--- config.mk ---
export PLATFORM = sky130hd
export DESIGN_NAME = mem_wb_stage
export DESIGN_NICKNAME = d
export VERILOG_FILES = /design/src/rtl/mem_wb_stage.sv
export SDC_FILE = /design/constraint.sdc
export NUM_CORES = 1
export LEC_CHECK = 0
export CAP_MARGIN = 20
export CORE_ASPECT_RATIO = 1.25
export CORE_MARGIN = 5
export CORE_UTILIZATION = 30
export CTS_CLUSTER_SIZE = 10
export DETAILED_ROUTE_END_ITERATION = 10
export GPL_TIMING_DRIVEN = 1
export PLACE_DENSITY = 0.56
export SLEW_MARGIN = 20
export SYNTH_ARGS = -nofsm -noshare
export SYNTH_HDL_FRONTEND = slang
export SYNTH_SLANG_ARGS = --single-unit
--- constraint.sdc ---
create_clock -name sys_clk_i -period 2.6 [get_ports sys_clk_i]
set_input_delay 0.26 -clock sys_clk_i [delete_from_list [all_inputs] [get_ports sys_clk_i]]
set_output_delay 0.26 -clock sys_clk_i [all_outputs]
set_load 0.01 [all_outputs]
--- src/rtl/mem_wb_stage.sv ---
// MEM/WB pipeline register and write-back stage: load alignment/extension, write-back mux,
// register-file write port, forwarding bus, misaligned-load flag and retired-instruction counter.
module mem_wb_stage #(
  parameter int CNT_W = 64
) (
  input  logic             sys_clk_i,
  input  logic             rst_n_i,
  input  logic             valid_i,
  input  logic             stall_i,
  input  logic             flush_i,
  input  logic [31:0]      alu_result_i,
  input  logic [4:0]       rd_i,
  input  logic             RegWrite_i,
  input  logic             MemtoReg_i,
  input  logic [2:0]       funct3_i,
  input  logic [31:0]      DM_rd_data_i,
  output logic             rf_wr_en_o,
  output logic [4:0]       rf_wr_addr_o,
  output logic [31:0]      rf_wr_data_o,
  output logic             fwd_valid_o,
  output logic [4:0]       fwd_rd_o,
  output logic [31:0]      fwd_data_o,
  output logic             misalign_o,
  output logic [CNT_W-1:0] instret_o
);

  logic             valid_q;
  logic             first_q;
  logic             RegWrite_q;
  logic             MemtoReg_q;
  logic [31:0]      alu_q;
  logic [4:0]       rd_q;
  logic [2:0]       funct3_q;
  logic [31:0]      ld_hold;
  logic [CNT_W-1:0] instret_q;

  logic             retire;
  logic [31:0]      ld_word;
  logic [7:0]       ld_lane [4];
  logic [7:0]       ld_byte;
  logic [15:0]      ld_half;
  logic [31:0]      ld_ext;
  logic             misalign;
  logic [31:0]      wb_data;
  logic             wr_ok;

  assign retire = valid_q & first_q;

  always_ff @(posedge sys_clk_i or negedge rst_n_i) begin
    if (!rst_n_i) begin
      valid_q    <= 1'b0;
      first_q    <= 1'b0;
      RegWrite_q <= 1'b0;
      MemtoReg_q <= 1'b0;
      alu_q      <= '0;
      rd_q       <= '0;
      funct3_q   <= '0;
      ld_hold    <= '0;
      instret_q  <= '0;
    end else begin
      if (flush_i) begin
        valid_q <= 1'b0;
        first_q <= 1'b0;
      end else if (stall_i) begin
        first_q <= 1'b0;
      end else begin
        valid_q    <= valid_i;
        first_q    <= valid_i;
        alu_q      <= alu_result_i;
        rd_q       <= rd_i;
        RegWrite_q <= RegWrite_i;
        MemtoReg_q <= MemtoReg_i;
        funct3_q   <= funct3_i;
      end
      // Memory output is only guaranteed in the first WB cycle; keep it for stalled cycles.
      if (first_q) begin
        ld_hold <= DM_rd_data_i;
      end
      if (retire) begin
        instret_q <= instret_q + 1'b1;
      end
    end
  end

  assign ld_word = first_q ? DM_rd_data_i : ld_hold;

  genvar gi;
  generate
    for (gi = 0; gi < 4; gi++) begin : g_lane
      assign ld_lane[gi] = ld_word[8*gi +: 8];
    end
  endgenerate

  assign ld_byte = ld_lane[alu_q[1:0]];
  assign ld_half = alu_q[1] ? ld_word[31:16] : ld_word[15:0];

  always_comb begin
    ld_ext   = ld_word;
    misalign = 1'b0;
    case (funct3_q)
      3'b000: ld_ext = {{24{ld_byte[7]}}, ld_byte};
      3'b100: ld_ext = {24'd0, ld_byte};
      3'b001: begin
        ld_ext   = {{16{ld_half[15]}}, ld_half};
        misalign = alu_q[0];
      end
      3'b101: begin
        ld_ext   = {16'd0, ld_half};
        misalign = alu_q[0];
      end
      default: misalign = |alu_q[1:0];
    endcase
    if (!MemtoReg_q) begin
      misalign = 1'b0;
    end
  end

  assign wb_data = MemtoReg_q ? ld_ext : alu_q;
  assign wr_ok   = valid_q & RegWrite_q & (rd_q != 5'd0) & ~misalign;

  assign rf_wr_en_o   = first_q & wr_ok;
  assign rf_wr_addr_o = rd_q;
  assign rf_wr_data_o = wb_data;
  assign fwd_valid_o  = wr_ok;
  assign fwd_rd_o     = rd_q;
  assign fwd_data_o   = wb_data;
  assign misalign_o   = retire & misalign;
  assign instret_o    = instret_q;

endmodule
==> results of run 1 <==
-- final cells by class --
| class | count | area (um2) |
|---|---|---|
| Antenna cell | 1 | 2.50 |
| Clock buffer | 18 | 429 |
| Clock inverter | 14 | 161 |
| Fill cell | 2316 | 13300 |
| Inverter | 15 | 56.3 |
| Multi-Input combinational cell | 450 | 3540 |
| Sequential cell | 140 | 3510 |
| Tap cell | 325 | 407 |
| Timing Repair Buffer | 263 | 2430 |
-- flip-flops by register name, summed over array words and instances, names as in the netlist --
signal      count
alu_q          32
fwd_rd_o        5
first_q         1
valid_q         1
RegWrite_q      1
ld_hold        32
funct3_q        3
MemtoReg_q      1
instret_o      64
-- per-layer routing --
layer | vias up | routed length [um] | share of wire, % | global-route usage (%)
li1 | 2778 | - | - | -
met1 | 2898 | 9590 | 42 | 20.6
met2 | 131 | 11800 | 52 | 27.7
met3 | 16 | 943 | 4.2 | 3.66
met4 | 2 | 233 | 1.0 | 3.96
met5 | - | 11 | 0.049 | 0
-- path summary, 6_finish.rpt --
kind	startpoint	to	slack, ps	depth (start not counted)
max in group asynchronous	rst_n_i	fwd_rd_o[3]$_DFFE_PN0P_	1650	3
min in group sys_clk_i	alu_result_i[3]	alu_q[3]$_DFFE_PN0P_	390	3
worst max-delay path	alu_q[1]$_DFFE_PN0P_	fwd_data_o[10]	20	9
worst max register to register	instret_o[0]$_DFFE_PN0P_	instret_o[58]$_DFFE_PN0P_	450	6
worst min register to register	instret_o[63]$_DFFE_PN0P_	instret_o[63]$_DFFE_PN0P_	470	1
worst min-delay path	rst_n_i	alu_q[4]$_DFFE_PN0P_	310	2
-- synthesized netlist by cell type (4+ instances only) --
| cell type | instances |
|---|---|
| buf_4 | 37 |
| mux4_2 | 14 |
| buf_2 | 8 |
| and4_1 | 4 |
| nor4_1 | 11 |
| nand3_1 | 27 |
| o22ai_1 | 14 |
| inv_1 | 15 |
| xor2_1 | 29 |
| nor3_1 | 13 |
| nor2_1 | 43 |
| and2_1 | 6 |
| nand4_1 | 19 |
| o21ai_0 | 16 |
| and3_1 | 11 |
| dfrtp_1 | 140 |
| a21oi_1 | 25 |
| xnor2_1 | 34 |
| nand2_1 | 80 |
| clkbuf_1 | 15 |
| mux2_2 | 68 |
-- power by group through the flow --
stage	sequential [mW]	combinational, mW	clock [mW]
after floorplan	2.53	1.05	0
after global placement	2.56	1.91	0
after detailed placement	2.57	1.92	0
after CTS	2.53	1.79	2.54
after global routing	2.56	2.04	2.65
final	2.53	1.90	2.49
-- stage by stage --
stage          cell area (um2)  setup slack [ps]  util [%]  hold slack, ps
3_5_place_dp              9790              -139      41.1             170
2_1_floorplan             7280               382         -           -35.6
5_1_grt                  10500             -69.1      44.3             357
3_3_place_gp              9790              -125      41.1             165
4_1_cts                  10400             -94.3      43.8             336
6_report                 10500              15.3      44.3             310
-- timing repair --
item,in CTS,in global routing
hold buffers,1,0
pin swaps,5,6
buffers inserted,7,3
resized for setup,140,136
setup endpoints to repair,67,66
gates cloned,0,2
endpoints found under the hold margin,29,0
-- logic make-up after synthesis --
kind of cell | after synthesis
adders and majority gates | 1
xor gates and xnor gates | 63
AOI/OAI and AO/OA | 65
DFF | 140
muxes | 85
buffers and inverters | 78
and+or+nand+nor | 236
==> results_dict.tcl, run 1 <==
set metrics [dict create \
    switching_share_pct 31.0 \
    clkLatencyLatePin_ps 420 \
    dieArea_um2 27500 \
    grt_usage_pct 16.1 \
    relSlewSlack_pct 72.5 \
    max-vdd-ir-drop_mv 0.441 \
    p_leak_nw 4.50 \
    gp_congestion 0.833 \
    hpwl_mm 16.7 \
    synth_top_area_cell "dfrtp_1" \
    status "completed" \
    fin_tns_setup_ps 0 \
    powerDensity_nw_per_um2 656 \
    synth_fa_ha_area_share_pct 0.172 \
    yosysWarnings 0 \
    p_sw_mw 2.14 \
    cts.reportedPaths.clkPinSlew_ps 60 \
    total_power_mw 6.91 \
    cts_buffers 17 \
    crit_buf_inv 4 \
    cts_buffer_depth 2 \
    cp.arrival_ps 2320 \
    hold_viol 0 \
    pin_count 220 \
    gr-total-overflow 0 \
    cts_tree "built" \
    path_max_fanout 8 \
    final_cell_mix "152 x clkdlybuf4s50_1, 138 x dfrtp_1, 79 x nand2_1" \
    cp.required_ps 2340 \
    crit_type "reg2out" \
    cts_max_level 4 \
    synth_edf_count 0 \
    vias 5825 \
    die_h_um 184 \
    timing.final.crit_share_pct 99.4 \
    slew_violations 0 \
    synthesis.area_um2 7280 \
    worst_pin_slew_ps 409 \
    ys.flop_type "dfrtp_1" \
    pwr-share-comb_pct 27.5 \
    worst_path_largest_cell_delay_ps 420 \
    synth_top_area_share_pct 48.1 \
    wl_mm 22.6 \
    postSynthAreaPerCell_um2 10.9 \
    cp_cell_sequence "buf_6 -> buf_4 -> mux2i_1 -> nand2_2 -> a31oi_4 -> o41a_1 -> buf_6 -> a21oi_4 -> buf_2" \
    detail-route-antenna-nets 0 \
    core_area_um2 23800 \
    drive_above_1_share_pct 29.6 \
    ys_ff_latch 140 \
    syn-instance-count 668 \
    synthArstFlopShare_pct 100 \
    numPlacedInstances 1181 \
    dr.pass1.iters 4 \
    ys_seq_area_share_pct 48.1 \
    synth_area_leaders "dfrtp_1 48%, mux2_2 11%, mux4_2 4.3%" \
    crit_path_end_kind "output pin" \
    final_net_count 967 \
    synth_top_family_by_area "simple AND/OR/NAND/NOR gates" \
    syn_nets 748 \
    p_seq_share_pct 36.6 \
    cpLargestDelayFamily "compound AO/OA/AOI/OAI gates" \
    fin_crit_ps 2580 \
    final_cells 1226 \
    p_clk_share_pct 36.0 \
    cts.sinks 140 \
    drc 0 \
    synth-simple-area-share_pct 17.3 \
    synth_compound_area_share_pct 5.26 \
    layout_commonest_cell "clkdlybuf4s50_1" \
    fin_skew_ps 9.80 \
    drt_iter0_markers 236 \
    p_int_mw 4.77 \
    synth.distinct_cells 47 \
    crit_path_frequent_cell "buf_6" \
    port_buffers 219 \
    setup_viol 0 \
    start_util_pct 30.6 \
    placementRows 63 \
    crit_slowest_cell "o41a_1" \
    first_global_vias 5932 \
    grt_pass1_wl_mm 34.4 \
    cts_root_buf "clkbuf_16" \
    antenna_found_initial 2 \
    wire_per_inst_um 18.4 \
    fp.dieW_um 149 \
    hold_path_class "in2async" \
    max_freq_ghz 0.387 \
    crit_path_start_kind "flop" \
    muxShareOfSynthArea_pct 15.3 \
    drv.max_cap_violation_count 0 \
    syn_to_final_growth_pct 44.7 \
    synth-xor-area-share_pct 7.58 \
    grt_max_degree 60 \
    rsz0062_at_grt "yes" \
    avgViaCountPerCell 4.75 \
]
No activity file was read; power rests on OpenSTA's default activity.
==> inputs of run 2 (changes only) <==
--- a/config.mk
+++ b/config.mk
@@ -8,11 +8,11 @@
 export CAP_MARGIN = 20
 export CORE_ASPECT_RATIO = 1.25
 export CORE_MARGIN = 5
-export CORE_UTILIZATION = 30
+export CORE_UTILIZATION = 48
 export CTS_CLUSTER_SIZE = 10
 export DETAILED_ROUTE_END_ITERATION = 10
 export GPL_TIMING_DRIVEN = 1
-export PLACE_DENSITY = 0.56
+export PLACE_DENSITY = 0.82
 export SLEW_MARGIN = 20
 export SYNTH_ARGS = -nofsm -noshare
 export SYNTH_HDL_FRONTEND = slang
==> results_dict.tcl, run 2 (synthesis results as in run 1) <==
set metrics [dict create \
    fin_crit_ps 2660 \
    cts_max_level 4 \
    crit_path_start_kind "flop" \
    die_h_um 148 \
    cpLargestDelayFamily "simple AND/OR/NAND/NOR gates" \
    crit_cells 8 \
    vias 5998 \
    timing.final.crit_share_pct 102 \
    cts_buffer_depth 2 \
    fin_ws_ps -60.0 \
    top_layer "met4" \
    fin_tns_setup_ps -119 \
    crit_slowest_cell "or4_4" \
    fin_skew_ps 12.3 \
    port_buffers 219 \
    crit_buf_inv 3 \
    slew_violations 0 \
    rr_endpoint "instret_o[42]$_DFFE_PN0P_" \
    dr.pass1.iters 5 \
    cp.arrival_ps 2400 \
    grt_usage_pct 24.2 \
    p_clk_share_pct 36.5 \
    violations "negative setup slack" \
    p_leak_nw 4.48 \
    hpwl_mm 14.8 \
    layout_commonest_cell "clkdlybuf4s50_1" \
    rr_worst_depth 6 \
    switching_share_pct 28.9 \
    fillCellCount 1131 \
    start_util_pct 48.7 \
    crit_path_end_kind "output pin" \
    wl_mm 21.0 \
    final_cell_mix "153 x clkdlybuf4s50_1, 138 x dfrtp_1, 80 x nand2_1" \
    rsz0062_at_grt "yes" \
    drc 0 \
    largest_reg_flops 64 \
    antenna_found_initial 0 \
    hold_path_class "in2async" \
    relSlewSlack_pct 63.2 \
    first_global_vias 6255 \
    cts.sinks 140 \
    worstSetupStartpoint "alu_q[1]$_DFFE_PN0P_" \
    cts_tree "built" \
    crit_type "reg2out" \
    grt_pass1_wl_mm 33.8 \
    clkLatencyLatePin_ps 420 \
    drt_iter0_markers 328 \
    crit_path_frequent_cell "buf_4" \
    cts.reportedPaths.clkPinSlew_ps 60 \
    max_freq_ghz 0.376 \
    final_net_count 968 \
    cp_cell_sequence "buf_4 -> nor2b_1 -> a211o_1 -> a31oi_2 -> or4_4 -> a41oi_2 -> buf_4 -> buf_6" \
    core_area_um2 15000 \
    r2r-start "instret_o[0]$_DFFE_PN0P_" \
    dr_wl_met3_mm 1.21 \
    gr-total-overflow 0 \
    fp.dieW_um 120 \
    final_area_um2 10300 \
    cp.required_ps 2340 \
    wl_met1_mm 8.83 \
    cts_buffers 17 \
    met2_length_mm 10.6 \
    max-vdd-ir-drop_mv 0.483 \
    p_sw_mw 2.00 \
    hold_viol 0 \
    wire_per_inst_um 19.5 \
    holdWs_ps 370 \
    p_int_mw 4.92 \
    p_seq_share_pct 36.6 \
    drive_above_1_share_pct 30.4 \
    dieArea_um2 17700 \
    path_max_fanout 6 \
    pin_count 220 \
    insertedDiodeCount 0 \
    grt_max_degree 59 \
    drv.max_cap_violation_count 0 \
    gp_congestion 0.861 \
    setup_viol 2 \
    pwr-share-comb_pct 26.9 \
    powerDensity_nw_per_um2 671 \
    rrSetupSlack_ps 320 \
    post_dp_cell_area_um2 9560 \
    syn_to_final_growth_pct 41.9 \
    crit_end "rf_wr_data_o[7]" \
    worst_path_largest_cell_delay_ps 530 \
    detail-route-antenna-nets 0 \
    cts_root_buf "clkbuf_16" \
    worst_pin_slew_ps 546 \
    dp_slack_ps -153 \
    placementRows 50 \
    status "finished, violations left" \
    avgViaCountPerCell 5.55 \
]
run 2: metrics by stage:
| stage | utilization [%] | std cells | power (mW) |
|---|---|---|---|
| global route | 69.1 | 1081 | 7.21 |
| global placement | 63.9 | 1031 | 4.40 |
| CTS | 69.0 | 1082 | 6.91 |
| detailed placement | 63.9 | 1031 | 4.43 |
| finish | 69.1 | 1081 | 6.92 |
| floorplan | - | 668 | 3.57 |
run 2: area by class of cell:
class / instances / area [um2] / share of cell area, %
Inverter: 15 / 56.3 / 0.545
Clock buffer: 18 / 439 / 4.25
Sequential cell: 140 / 3510 / 34.0
Clock inverter: 12 / 173 / 1.67
Multi-Input combinational cell: 450 / 3560 / 34.5
Tap cell: 182 / 228 / 2.21
Timing Repair Buffer: 264 / 2360 / 22.9
run 2: metal layers:
metal	up-vias	track usage, %
met2	211	40.3
met4	0	7.85
li1	2762	-
met1	2996	31.2
met3	29	5.63
met5	-	0
run 2: worst reg2reg max path, delay by kind of cell (launching register included):
kind / cells / cell delay, ps
AND/OR/NAND/NOR: 4 / 1360
flip-flops: 1 / 430
adder cells (fa/ha/maj): 1 / 240
XOR/XNOR: 1 / 140
run 2: timing repair:
action                     CTS  global route
setup endpoints to repair   65            60
pin swaps                    3            11
gates cloned                 2             0
gates resized for setup    244            54
hold buffers                 1             0
hold endpoints to repair    55             0
buffers inserted            18             2
run 2: worst min path at each step:
stage,to,cells past startpoint,slack (ps),startpoint
final,alu_q[4]$_DFFE_PN0P_,2,370,rst_n_i
after global routing,alu_q[6]$_DFFE_PN0P_,3,400,alu_result_i[6]
after CTS,alu_q[2]$_DFFE_PN0P_,3,380,alu_result_i[2]
after detailed placement,alu_q[4]$_DFFE_PN0P_,1,260,rst_n_i
after global placement,alu_q[4]$_DFFE_PN0P_,1,270,rst_n_i
after floorplan,MemtoReg_q$_DFFE_PN0P_,0,-40,rst_n_i
run 2: power groups by stage:
| stage | Clock, mW | Combinational (mW) | Sequential (mW) |
|---|---|---|---|
| after global routing | 2.66 | 2.00 | 2.56 |
| after detailed placement | 0 | 1.87 | 2.57 |
| after global placement | 0 | 1.85 | 2.55 |
| final | 2.53 | 1.86 | 2.53 |
| after CTS | 2.56 | 1.83 | 2.53 |
| after floorplan | 0 | 1.05 | 2.53 |
